<file path="config.mk">
export PLATFORM = sky130hd
export DESIGN_NAME = corefifo_wptr_gray_gen_vdma_flat
export DESIGN_NICKNAME = d
export VERILOG_FILES = /design/src/rtl/corefifo_wptr_gray_gen_vdma_if.sv /design/src/rtl/corefifo_wptr_gray_gen_vdma.sv /design/src/flat_wrapper.sv
export SDC_FILE = /design/constraint.sdc
export NUM_CORES = 1
export LEC_CHECK = 0
export CELL_PAD_IN_SITES_DETAIL_PLACEMENT = 1
export CELL_PAD_IN_SITES_GLOBAL_PLACEMENT = 1
export CORE_UTILIZATION = 25
export CTS_CLUSTER_DIAMETER = 40
export DETAILED_ROUTE_END_ITERATION = 10
export GPL_ROUTABILITY_DRIVEN = 0
export GPL_TIMING_DRIVEN = 0
export PLACE_DENSITY = 0.64
export SYNTH_ARGS = -nofsm -noshare
export SYNTH_HDL_FRONTEND = slang
export SYNTH_SLANG_ARGS = --single-unit
</file>
<file path="constraint.sdc">
create_clock -name clk -period 4.45 [get_ports clk]
set_input_delay 1.1125 -clock clk [delete_from_list [all_inputs] [get_ports clk]]
set_output_delay 1.1125 -clock clk [all_outputs]
set_load 0.02 [all_outputs]
</file>
<file path="src/rtl/corefifo_wptr_gray_gen_vdma_if.sv">
// Write-side bus of the VDMA async FIFO pointer generator: upstream request,
// synchronised read pointer in, RAM write controls and status flags out.
interface corefifo_wptr_gray_gen_vdma_if #(
  parameter int unsigned ADDRWIDTH = 3
);
  localparam int unsigned PW = ADDRWIDTH + 1;

  logic                 wr_en;
  logic [PW-1:0]        rgray_sync;
  logic                 mem_we;
  logic [ADDRWIDTH-1:0] waddr;
  logic [PW-1:0]        wptr_gray;
  logic                 full;
  logic                 afull;
  logic [PW-1:0]        wr_count;
  logic                 overflow;

  // Upstream writer / read-pointer synchroniser side
  modport master (
    output wr_en, rgray_sync,
    input  mem_we, waddr, wptr_gray, full, afull, wr_count, overflow
  );

  // Pointer generator side
  modport slave (
    input  wr_en, rgray_sync,
    output mem_we, waddr, wptr_gray, full, afull, wr_count, overflow
  );
endinterface

</file>
<file path="src/rtl/corefifo_wptr_gray_gen_vdma.sv">
// Write-clock-domain pointer/flag generator for the VDMA async FIFO: binary
// write address, registered Gray write pointer, full/afull/occupancy/overflow.
module corefifo_wptr_gray_gen_vdma #(
  parameter int unsigned ADDRWIDTH    = 3,
  parameter int unsigned AFULL_THRESH = 6
) (
  input  logic                          clk,
  input  logic                          rst,
  corefifo_wptr_gray_gen_vdma_if.slave  bus
);
  localparam int unsigned PW    = ADDRWIDTH + 1;
  localparam int unsigned DEPTH = 1 << ADDRWIDTH;

  logic [PW-1:0] wbin;
  logic [PW-1:0] wbin_next;
  logic [PW-1:0] rbin;
  logic [PW-1:0] count_next;
  logic [PW-1:0] wptr_gray_q;
  logic [PW-1:0] wr_count_q;
  logic          full_q;
  logic          afull_q;
  logic          overflow_q;
  logic          accept;

  // Write acceptance only depends on the registered full flag
  always_comb begin
    accept    = bus.wr_en & ~full_q;
    wbin_next = wbin + PW'(accept);
  end

  // Gray-to-binary of the synchronised read pointer: bit i = XOR of bits PW-1..i
  always_comb begin
    rbin = '0;
    for (int i = 0; i < int'(PW); i++) begin
      rbin[i] = ^(bus.rgray_sync >> i);
    end
  end

  // Occupancy is relative to a late read pointer, so it can only overstate
  always_comb begin
    count_next = wbin_next - rbin;
  end

  always_ff @(posedge clk or posedge rst) begin
    if (rst) begin
      wbin        <= '0;
      wptr_gray_q <= '0;
      wr_count_q  <= '0;
      full_q      <= 1'b0;
      afull_q     <= 1'b0;
      overflow_q  <= 1'b0;
    end else begin
      wbin        <= wbin_next;
      wptr_gray_q <= wbin_next ^ (wbin_next >> 1);
      wr_count_q  <= count_next;
      full_q      <= (count_next == PW'(DEPTH));
      afull_q     <= (count_next >= PW'(AFULL_THRESH));
      overflow_q  <= bus.wr_en & full_q;
    end
  end

  // RAM enable is held low for the whole reset period regardless of wr_en
  assign bus.mem_we    = accept & ~rst;
  assign bus.waddr     = wbin[ADDRWIDTH-1:0];
  assign bus.wptr_gray = wptr_gray_q;
  assign bus.wr_count  = wr_count_q;
  assign bus.full      = full_q;
  assign bus.afull     = afull_q;
  assign bus.overflow  = overflow_q;
endmodule

</file>
<file path="src/flat_wrapper.sv">
// flat-port wrapper written by rule: the top's interface ports become plain ports
module corefifo_wptr_gray_gen_vdma_flat 
#(
  parameter int unsigned ADDRWIDTH    = 3,
  parameter int unsigned AFULL_THRESH = 6
)
  (clk, rst, bus_wr_en, bus_rgray_sync, bus_mem_we, bus_waddr, bus_wptr_gray, bus_full, bus_afull, bus_wr_count, bus_overflow);
  corefifo_wptr_gray_gen_vdma_if #(.ADDRWIDTH(ADDRWIDTH)) bus_i ();
  input  logic clk;
  input  logic rst;
  input wire logic [$bits(bus_i.wr_en)-1:0] bus_wr_en;
  input wire logic [$bits(bus_i.rgray_sync)-1:0] bus_rgray_sync;
  output wire logic [$bits(bus_i.mem_we)-1:0] bus_mem_we;
  output wire logic [$bits(bus_i.waddr)-1:0] bus_waddr;
  output wire logic [$bits(bus_i.wptr_gray)-1:0] bus_wptr_gray;
  output wire logic [$bits(bus_i.full)-1:0] bus_full;
  output wire logic [$bits(bus_i.afull)-1:0] bus_afull;
  output wire logic [$bits(bus_i.wr_count)-1:0] bus_wr_count;
  output wire logic [$bits(bus_i.overflow)-1:0] bus_overflow;
  assign bus_i.wr_en = bus_wr_en;
  assign bus_i.rgray_sync = bus_rgray_sync;
  assign bus_mem_we = bus_i.mem_we;
  assign bus_waddr = bus_i.waddr;
  assign bus_wptr_gray = bus_i.wptr_gray;
  assign bus_full = bus_i.full;
  assign bus_afull = bus_i.afull;
  assign bus_wr_count = bus_i.wr_count;
  assign bus_overflow = bus_i.overflow;
  corefifo_wptr_gray_gen_vdma #(.ADDRWIDTH(ADDRWIDTH), .AFULL_THRESH(AFULL_THRESH)) u_core (.clk(clk), .rst(rst), .bus(bus_i));
endmodule
</file>
* Yosys cells after proc, flatten, opt, wreduce, memory -nomap -nowiden
Index checks and enable logic that the tools add are counted.
** Operators by class
- $lt $le $gt $ge :: 1
- Equal/unequal tests :: 1
- Bitwise gates (word level) :: 6
- $add $sub $neg :: 2
- Reductions and logical operators :: 4
** Operators by type and width (count)
- parity 4 bit :: 4
- adder 4 x 1 -> 4 bit :: 1
- equality test 4 bit (second input constant) :: 1
- >= comparator 4 x 3 -> 1 bit (second input constant) :: 1
- subtractor 4 bit :: 1
- XOR 4 x 3 -> 4 bit :: 1
- bitwise AND 1 bit :: 3
- inverter 1 bit :: 2
** Storage, ports and cells
- Bits of input ports :: 7
- Logic and storage cells :: 20
- Register bits after elaboration :: 15
- Output and inout bits :: 15

* Depth between registers and ports, before layout
Gate-level depths: netlist (run 1).
- Word-level depth :: 5
- Depth in mapped cells :: 9
- Mapped depth without buffers :: 9

* Least setup slack after synthesis (run 1)
Ideal clock, no wire load.
- Kind :: input to register
- Start point :: input port bus_wr_en
- End point :: register u_core.full_q (netlist: u_core.bus.full)
- Setup time :: 0.120 ns
- Setup slack :: 1.408 ns
- Arrival time :: 2.922 ns
- Data required time :: 4.330 ns
- Buffers on the path :: 0
- Cell stages on the path :: 9
- Path through :: nor2b_1 > ha_1 > ha_1 > xor2_1 > ha_1 > a21oi_1 > o21ai_4 > xor2_2 > and4_1
** Between the ends
- Cells in the longest elaborated chain, start to end :: 4
** Ends and longest elaborated chain
- start: declaration :: line flat_wrapper.sv:11 : input wire logic [$bits(bus_i.wr_en)-1:0] bus_wr_en;
- bitwise AND 1 bit :: line corefifo_wptr_gray_gen_vdma.sv:27 : accept = bus.wr_en & ~full_q;
- adder 4 x 1 -> 4 bit :: line corefifo_wptr_gray_gen_vdma.sv:28 : wbin_next = wbin + PW'(accept);
- named net u_core.wbin_next[2] :: line corefifo_wptr_gray_gen_vdma.sv:15 : logic [PW-1:0] wbin_next;
- subtractor 4 bit :: line corefifo_wptr_gray_gen_vdma.sv:41 : count_next = wbin_next - rbin;
- named net u_core.count_next[3] :: line corefifo_wptr_gray_gen_vdma.sv:17 : logic [PW-1:0] count_next;
- equality test 4 bit :: line corefifo_wptr_gray_gen_vdma.sv:56 : full_q <= (count_next == PW'(DEPTH));
- end signal: assignment :: line corefifo_wptr_gray_gen_vdma.sv:56
- end: declaration :: line corefifo_wptr_gray_gen_vdma.sv:20 : logic full_q;
The timed path passes the listed nets, and every way through them passes these cells.

* Worst setup path in the final report (run 1)
- Start point :: input port rst
- End point :: output port bus_mem_we
** Between the ends
- Cells in the longest elaborated chain, start to end :: 2
** Ends and longest elaborated chain
- start: declaration :: line flat_wrapper.sv:10 : input logic rst;
- inverter 1 bit :: line corefifo_wptr_gray_gen_vdma.sv:63 : assign bus.mem_we = accept & ~rst;
- bitwise AND 1 bit :: line corefifo_wptr_gray_gen_vdma.sv:63
- end: declaration :: line flat_wrapper.sv:13 : output wire logic [$bits(bus_i.mem_we)-1:0] bus_mem_we;
No other way between the ends.

==> impl_summary.md, run 1 <==
Synthesis
When the netlist entered floorplanning its net count stood at 60. Yosys printed 0 warnings. The most used flip-flop cell after synthesis is dfrtp_1. The post-synthesis async set-or-reset flop share is 1.00. The portion of the post-synthesis area used by sequential elements is 0.544. Counting flops and latches in the post-synthesis netlist gives 14. By area the synthesized netlist is led by dfrtp_1 (54%), ha_1 (9.7%), xor2_1 (6.8%).

The number of different library cells used by synthesis comes to 16. The post-synthesis instance area is roughly 640 um2. After synthesis, the mean cell area works out to around 14 um2. The largest area contributor in the netlist is dfrtp_1. The number of standard cells after synthesis is 47.

The area share of the largest cell type after synthesis is 0.544. The number of enable flip-flop cells after synthesis is 0. Counting instances in the post-synthesis netlist gives the leading cell types as dfrtp_1 (14), inv_1 (7), ha_1 (5), xor2_1 (5), xnor2_1 (4). The most instantiated library cell after synthesis is dfrtp_1.

Detailed routing
Dividing the detail-routed wire length by the instance count gives 10.9 um. The number of detailed-routing iterations run before antenna repair is 1. In the routed design, unresolved DRC markers number 0.

Summed over all layers, the routed wires come to 1.12 mm. Dividing the detail-routed via count by the number of cells gives 4.07. The number of violations reported at the end of detailed-routing iteration 0 is 0. The routed layout has 415 vias. The detail route stage leaves a number of antenna-violating nets equal to 0.

Clock network
The number of setup buffers added after CTS is 0. The buffer levels on the longest clock path is 2. The hold buffer count at CTS is 0. The post-cts repair resize count is 0. The clock-pin slew on the worst setup and hold paths is 0.09 ns.

The latest clock arrival within the worst-skew pair is 0.28 ns. The root cell of the clock tree is clkbuf_4. The sink count of the clock tree is 14. The number of clock buffers inserted by TritonCTS is 3. The CTS tree is done. CTS built an H-tree with a depth of 1.

Die
From bottom edge to top edge, the die measures between 50 and 60 um. The die covers roughly 2800 um2. The effective utilization at floorplan is 0.262. From left edge to right edge, the die measures 52.8 um. The floorplan has 18 rows. The top-level I/O count is 22. The area of the core region is 2450 um2.

Worst setup path
The worst register-to-register path has a setup slack of 1.99 ns. The endpoint kind of the worst setup timing path is an output port. Data on the critical path is required at its endpoint by 3.34 ns.

Measured in cells, the most critical reg-to-reg path has a length of 9. In this run the worst path has a maximum fanout of 15. The kind of start point of the critical path is an input port. For the worst setup path, the data arrival time is 2.73 ns. The worst setup path is of the in -> out kind.

STA
The max-slew violation count was 0. The aggregate negative setup slack is 0 ns. Of the available clock period, the critical path in the final layout requires 0.864.

The number of hold-slack violations in the final timing report came to 0. For the pin with the worst max-slew slack, the measured transition is 0.547 ns. In the post-route analysis, the smallest setup slack over all paths is 0.604 ns. The relative slew slack is 0.635. Setup repair after global routing left no endpoint under its margin. The worst path in the final design needs a cycle of 3.85 ns, including I/O delays and setup.

The highest attainable clock frequency is 260 MHz. The final setup violation count is 0. The setup skew after layout is about 0.0076 ns.

GRT
The via count of the first global-routing pass came to 455. The first global-routing pass estimated 1.88 mm of wire. For this run, the total global-route usage over all layers was measured as 0.0966. The initial antenna violation count came to 0. Entering global routing, the biggest net connects 16 pins. Summed over all layers, the global routing overflow is 0.

Placed design
The half-perimeter wire length after placement is 947 um. Timing analysis after detailed placement gives a worst setup slack of ~0.54 ns. In this run, placement finished with an instance count of just under 100. The number of I/O port buffers is 21.

Cells and area
The ratio of cells with drive above 1 in the final layout is 0.0972. The area growth from synthesis to layout is 44.1%. The repair_antennas step left the layout with diodes totalling 0. The final non-filler cell total is 102. In the final design database the tool counted 86 nets.

The core occupancy in the finished layout is 0.378.

Power and ir drop
For this design the ratio of total power to cell area is 843 nW/um2. IR analysis of the VDD net gives a maximum drop of 333 uV. The leakage power of the design is 0.000434 uW.

Run
Across the run, the number of max-cap violations was 0.

Worst hold path
The worst hold path belongs to the class reg -> reg. Along the worst hold path, the cell count comes to 1.

Run status
The flow ran to the end, and the final reports show no timing, DRC or antenna violations.
## flip-flops by register name (all words and copies together) (netlist names)
name                  count
u_core.bus.overflow       1
u_core.bus.afull          1
u_core.bus.wptr_gray      3
u_core.wbin               4
u_core.bus.full           1
u_core.bus.wr_count       4
## path summary, 6_finish.rpt
path,startpoint,end
worst max-delay path,rst,bus_mem_we
worst max register to register,u_core.bus.full,u_core.bus.full
max in group asynchronous,rst,u_core.wbin[3]
min in group asynchronous,rst,u_core.bus.overflow
worst min-delay path,u_core.bus.full,u_core.bus.overflow
worst min register to register,u_core.bus.full,u_core.bus.overflow
## logic make-up after synthesis
logic type	Yosys count	share of synthesized area
DFF	14	0.544
xor gates and xnor gates	11	0.186
buffers and inverters	7	0.0408
adders and majority gates	6	0.128
and+or+nand+nor	6	0.0563
AOI/OAI and AO/OA	3	0.0447
## critical path, cell delays in order
cell             delay, ns
clkdlybuf4s50_1       0.40
inv_1                 0.41
and2_1                0.21
clkdlybuf4s50_1       0.59
## power by group
group          switching, uW  internal (uW)
Sequential              25.3            194
Clock                   42.2           49.7
Combinational            247            225
Total                    315            468
## cell usage in the layout, fill, tap and decap left out
cell type	count
clkdlybuf4s50_1	21
dfrtp_1	14
inv_1	7
xor2_1	5
ha_1	5
xnor2_1	4
clkbuf_4	3
and2_1	2
nor2b_1	1
nand2_1	1
a21oi_1	1
o21ai_4	1
nand3_1	1
xor3_2	1
xor2_2	1
a21o_1	1
and4_1	1
fa_1	1
clkbuf_8	1
## cell type report
cell class | instances | area, um2
Sequential cell | 14 | 350
Fill cell | 276 | 1530
Tap cell | 30 | 37.5
Clock buffer | 4 | 36.3
Timing Repair Buffer | 21 | 210
Inverter | 7 | 26.3
Multi-Input combinational cell | 26 | 268
## routing by layer
layer,track usage,part of all wire,up-vias
li1,-,-,197
met2,0.167,0.55,10
met5,0,0,-
met3,0.0261,0.026,2
met4,0.0526,0.0063,0
met1,0.106,0.42,206
## metrics by stage
stage	instance area [um2]	hold WS, ns	power, uW
3_3_place_gp	892	0.510	695
4_1_cts	928	0.527	798
3_5_place_dp	892	0.507	706
5_1_grt	928	0.545	853
6_report	928	0.527	783
2_1_floorplan	644	0.622	532
(Power assumes the default switching activity.)
==> run 2, diff against run 1 <==
PLACE_DENSITY = 0.67   (was 0.64)
TNS_END_PERCENT = 30   (was not set)
clock period = 3.3 ns   (was 4.45 ns; I/O delays follow)
==> impl_summary.md, run 2 (synthesis results as in run 1) <==
Clock network
The latest clock arrival within the worst-skew pair is 0.28 ns. The sink count of the clock tree is 14. The root cell of the clock tree is clkbuf_4. TritonCTS built the clock tree. The buffer levels on the longest clock path is 2. After clock tree synthesis, the clock-pin slew on the worst setup and hold paths is approximately 0.080 ns. After clock tree synthesis, the flow added hold-fix buffers numbering 0. Clock tree synthesis inserted a total of 3 buffers. The H-tree depth reported by CTS is 1.

Cells and area
At the end of the flow, the number of nets in the layout was 90. The number of diodes is 0. In the final layout, the share of cells above drive strength 1 is 0.147. In the layout the commonest cells are clkdlybuf4s50_1 (21), dfrtp_1 (14), inv_1 (6). The area growth from synthesis to layout is 47.2%. The most common library cell in the layout ignoring fill and taps is clkdlybuf4s50_1.

STA
The max-slew violation count came to 0. The transition at the pin with the smallest max-transition slack is 0.418 ns. The highest attainable clock frequency is between 300 and 400 MHz.

Subtracting the final worst setup slack from the clock period gives 3.10 ns. Clock skew on the completed layout was measured at 0.00124 ns. Setup repair after global routing left no endpoint under its margin. The number of hold-slack violations in the final timing report is 0. The relative slew slack is 0.721.

In the finished design, the share of the clock period the worst path needs comes to 0.940. The final setup violation count is 0. Final hold analysis gives a worst-case slack of 0.526 ns.

Run status
The run finished with clean final reports.

Worst setup path
Walking the worst path, the cells encountered are clkdlybuf4s50_1 > nor2b_1 > ha_1 > ha_1 > xor2_1 > ha_1 > a21oi_1 > o21ai_4 > xor2_2 > and4_1. The most numerous cell type found on the critical path is ha_1. The largest individual stage delay along the critical path comes from the cell clkdlybuf4s50_1. For flop-to-flop paths, the worst setup slack is approximately 0.83 ns.

Following the worst setup path forward leads to its endpoint at u_core.bus.full. The cell depth of the worst flop-to-flop path is 9. The critical path required time is about 3.5 ns. The endpoint kind of the worst setup timing path is a flop. Along the worst path, the maximum fanout reaches 4. The origin of the worst setup path is bus_wr_en.

The worst reg2reg path startpoint is u_core.bus.full. The kind of start point of the critical path is an input port. The start-to-end type of the worst setup path is in -> reg. The worst register-to-register path ends at u_core.bus.full. Data arrives at the worst endpoint at 3.27 ns. The delay of the slowest cell on the worst path is 0.46 ns.

Detailed routing
The final layout contains routed wiring with a total length of 1.20 mm. The average wire per standard cell is 11.4 um. The detailed router placed ~420 vias in this run. The first detailed-routing pass took 3 iterations. The final routed DRC violation total is 0.

After detailed routing, the number of vias per cell comes to slightly above 4. The remaining antenna violation count is 0. The number of violations reported at the end of detailed-routing iteration 0 is 2.

Power and ir drop
Total power for the finished layout comes to slightly above 1000 uW. In this run the static leakage power is 0.000441 uW. IR analysis of the VDD net gives a maximum drop of 428 uV. In this run the power density over the cells is between 1000 and 1500 nW/um2.

GRT
In the global route stage, overall resource usage came out at 0.0998. The first global-routing pass estimated approximately 1.8 mm of wire. The total congestion overflow after global routing is 0. The maximum number of pins on one net before global-route repair is 16.

The initial antenna violation count is 0. The via count of the first global-routing pass is 407.

Worst hold path
In this run the most critical hold path is launched from u_core.bus.full. The type of the tightest min-delay check is reg -> reg.

Die
The die extent in y is 52.8 um. The cell row count is 18. 22 I/O pins were placed.

The initial utilization of the core area, before any placement, comes to 0.262. The area of the core region is 2450 um2. The die covers 2780 um2. The floorplan step set the die width to approximately 53 um.

Placed design
The HPWL after detailed placement is 977 um. During placement, the flow inserted port buffers numbering 21.

Run
The count of max-cap constraint violations is 0.
-- run 2: cell types whose count changed in the layout (fill, tap and decap cells not counted), sizes merged --
cell	before	now
buf	0	4
clkbuf	4	3
clkinvlp	0	1
inv	7	6
-- run 2: final cells by class --
type	count	area (um2)
Clock buffer	3	22.5
Tap cell	30	37.5
Multi-Input combinational cell	26	268
Inverter	7	30.0
Fill cell	266	1510
Timing Repair Buffer	25	240
Sequential cell	14	350
-- run 2: how the worst min path moves through the flow --
stage / endpoint / slack, ns / cells past startpoint
6_report: u_core.bus.overflow / 0.53 / 1
5_1_grt: u_core.bus.overflow / 0.57 / 1
4_1_cts: u_core.bus.overflow / 0.52 / 1
3_5_place_dp: u_core.bus.overflow / 0.51 / 1
3_3_place_gp: u_core.bus.overflow / 0.50 / 1
2_1_floorplan: u_core.bus.overflow / 0.62 / 1
-- run 2: per-layer routing --
| metal | share of wire | vias up | track usage |
|---|---|---|---|
| met5 | 0 | - | 0 |
| met2 | 0.53 | 13 | 0.141 |
| met4 | 0.011 | 0 | 0.0789 |
| met3 | 0.031 | 2 | 0.0261 |
| li1 | - | 204 | - |
| met1 | 0.43 | 204 | 0.126 |
-- run 2: where the power goes --
group / switching [uW] / internal [uW]
logic: 339 / 307
clock network: 52.3 / 42.3
registers: 36.7 / 261
-- run 2: what timing repair did --
action / 4_1_cts / 5_1_grt
endpoints found under the setup margin: 1 / 1
resized for setup: 1 / 0
gates cloned: 0 / 0
setup buffers: 0 / 4
-- run 2: worst max-delay path: cells and delay by family --
kind                       cells  cell delay [ns]
and+or+nand+nor                2             0.37
adders and majority gates      3             0.69
AOI/OAI and AO/OA              2             0.35
xor gates and xnor gates       2             0.55
buffers and inverters          1             0.46
-- run 2: per-stage QoR --
stage          cells  utilization  instance area [um2]  setup TNS [ns]  worst slack (ns)
3_3_place_gp      98        0.363                  892          -0.135           -0.0933
2_1_floorplan     47            -                  644               0             0.545
6_report         105        0.386                  948               0             0.199
4_1_cts          101        0.374                  918               0            0.0183
3_5_place_dp      98        0.363                  892          -0.223            -0.126
5_1_grt          105        0.386                  948               0            0.0375
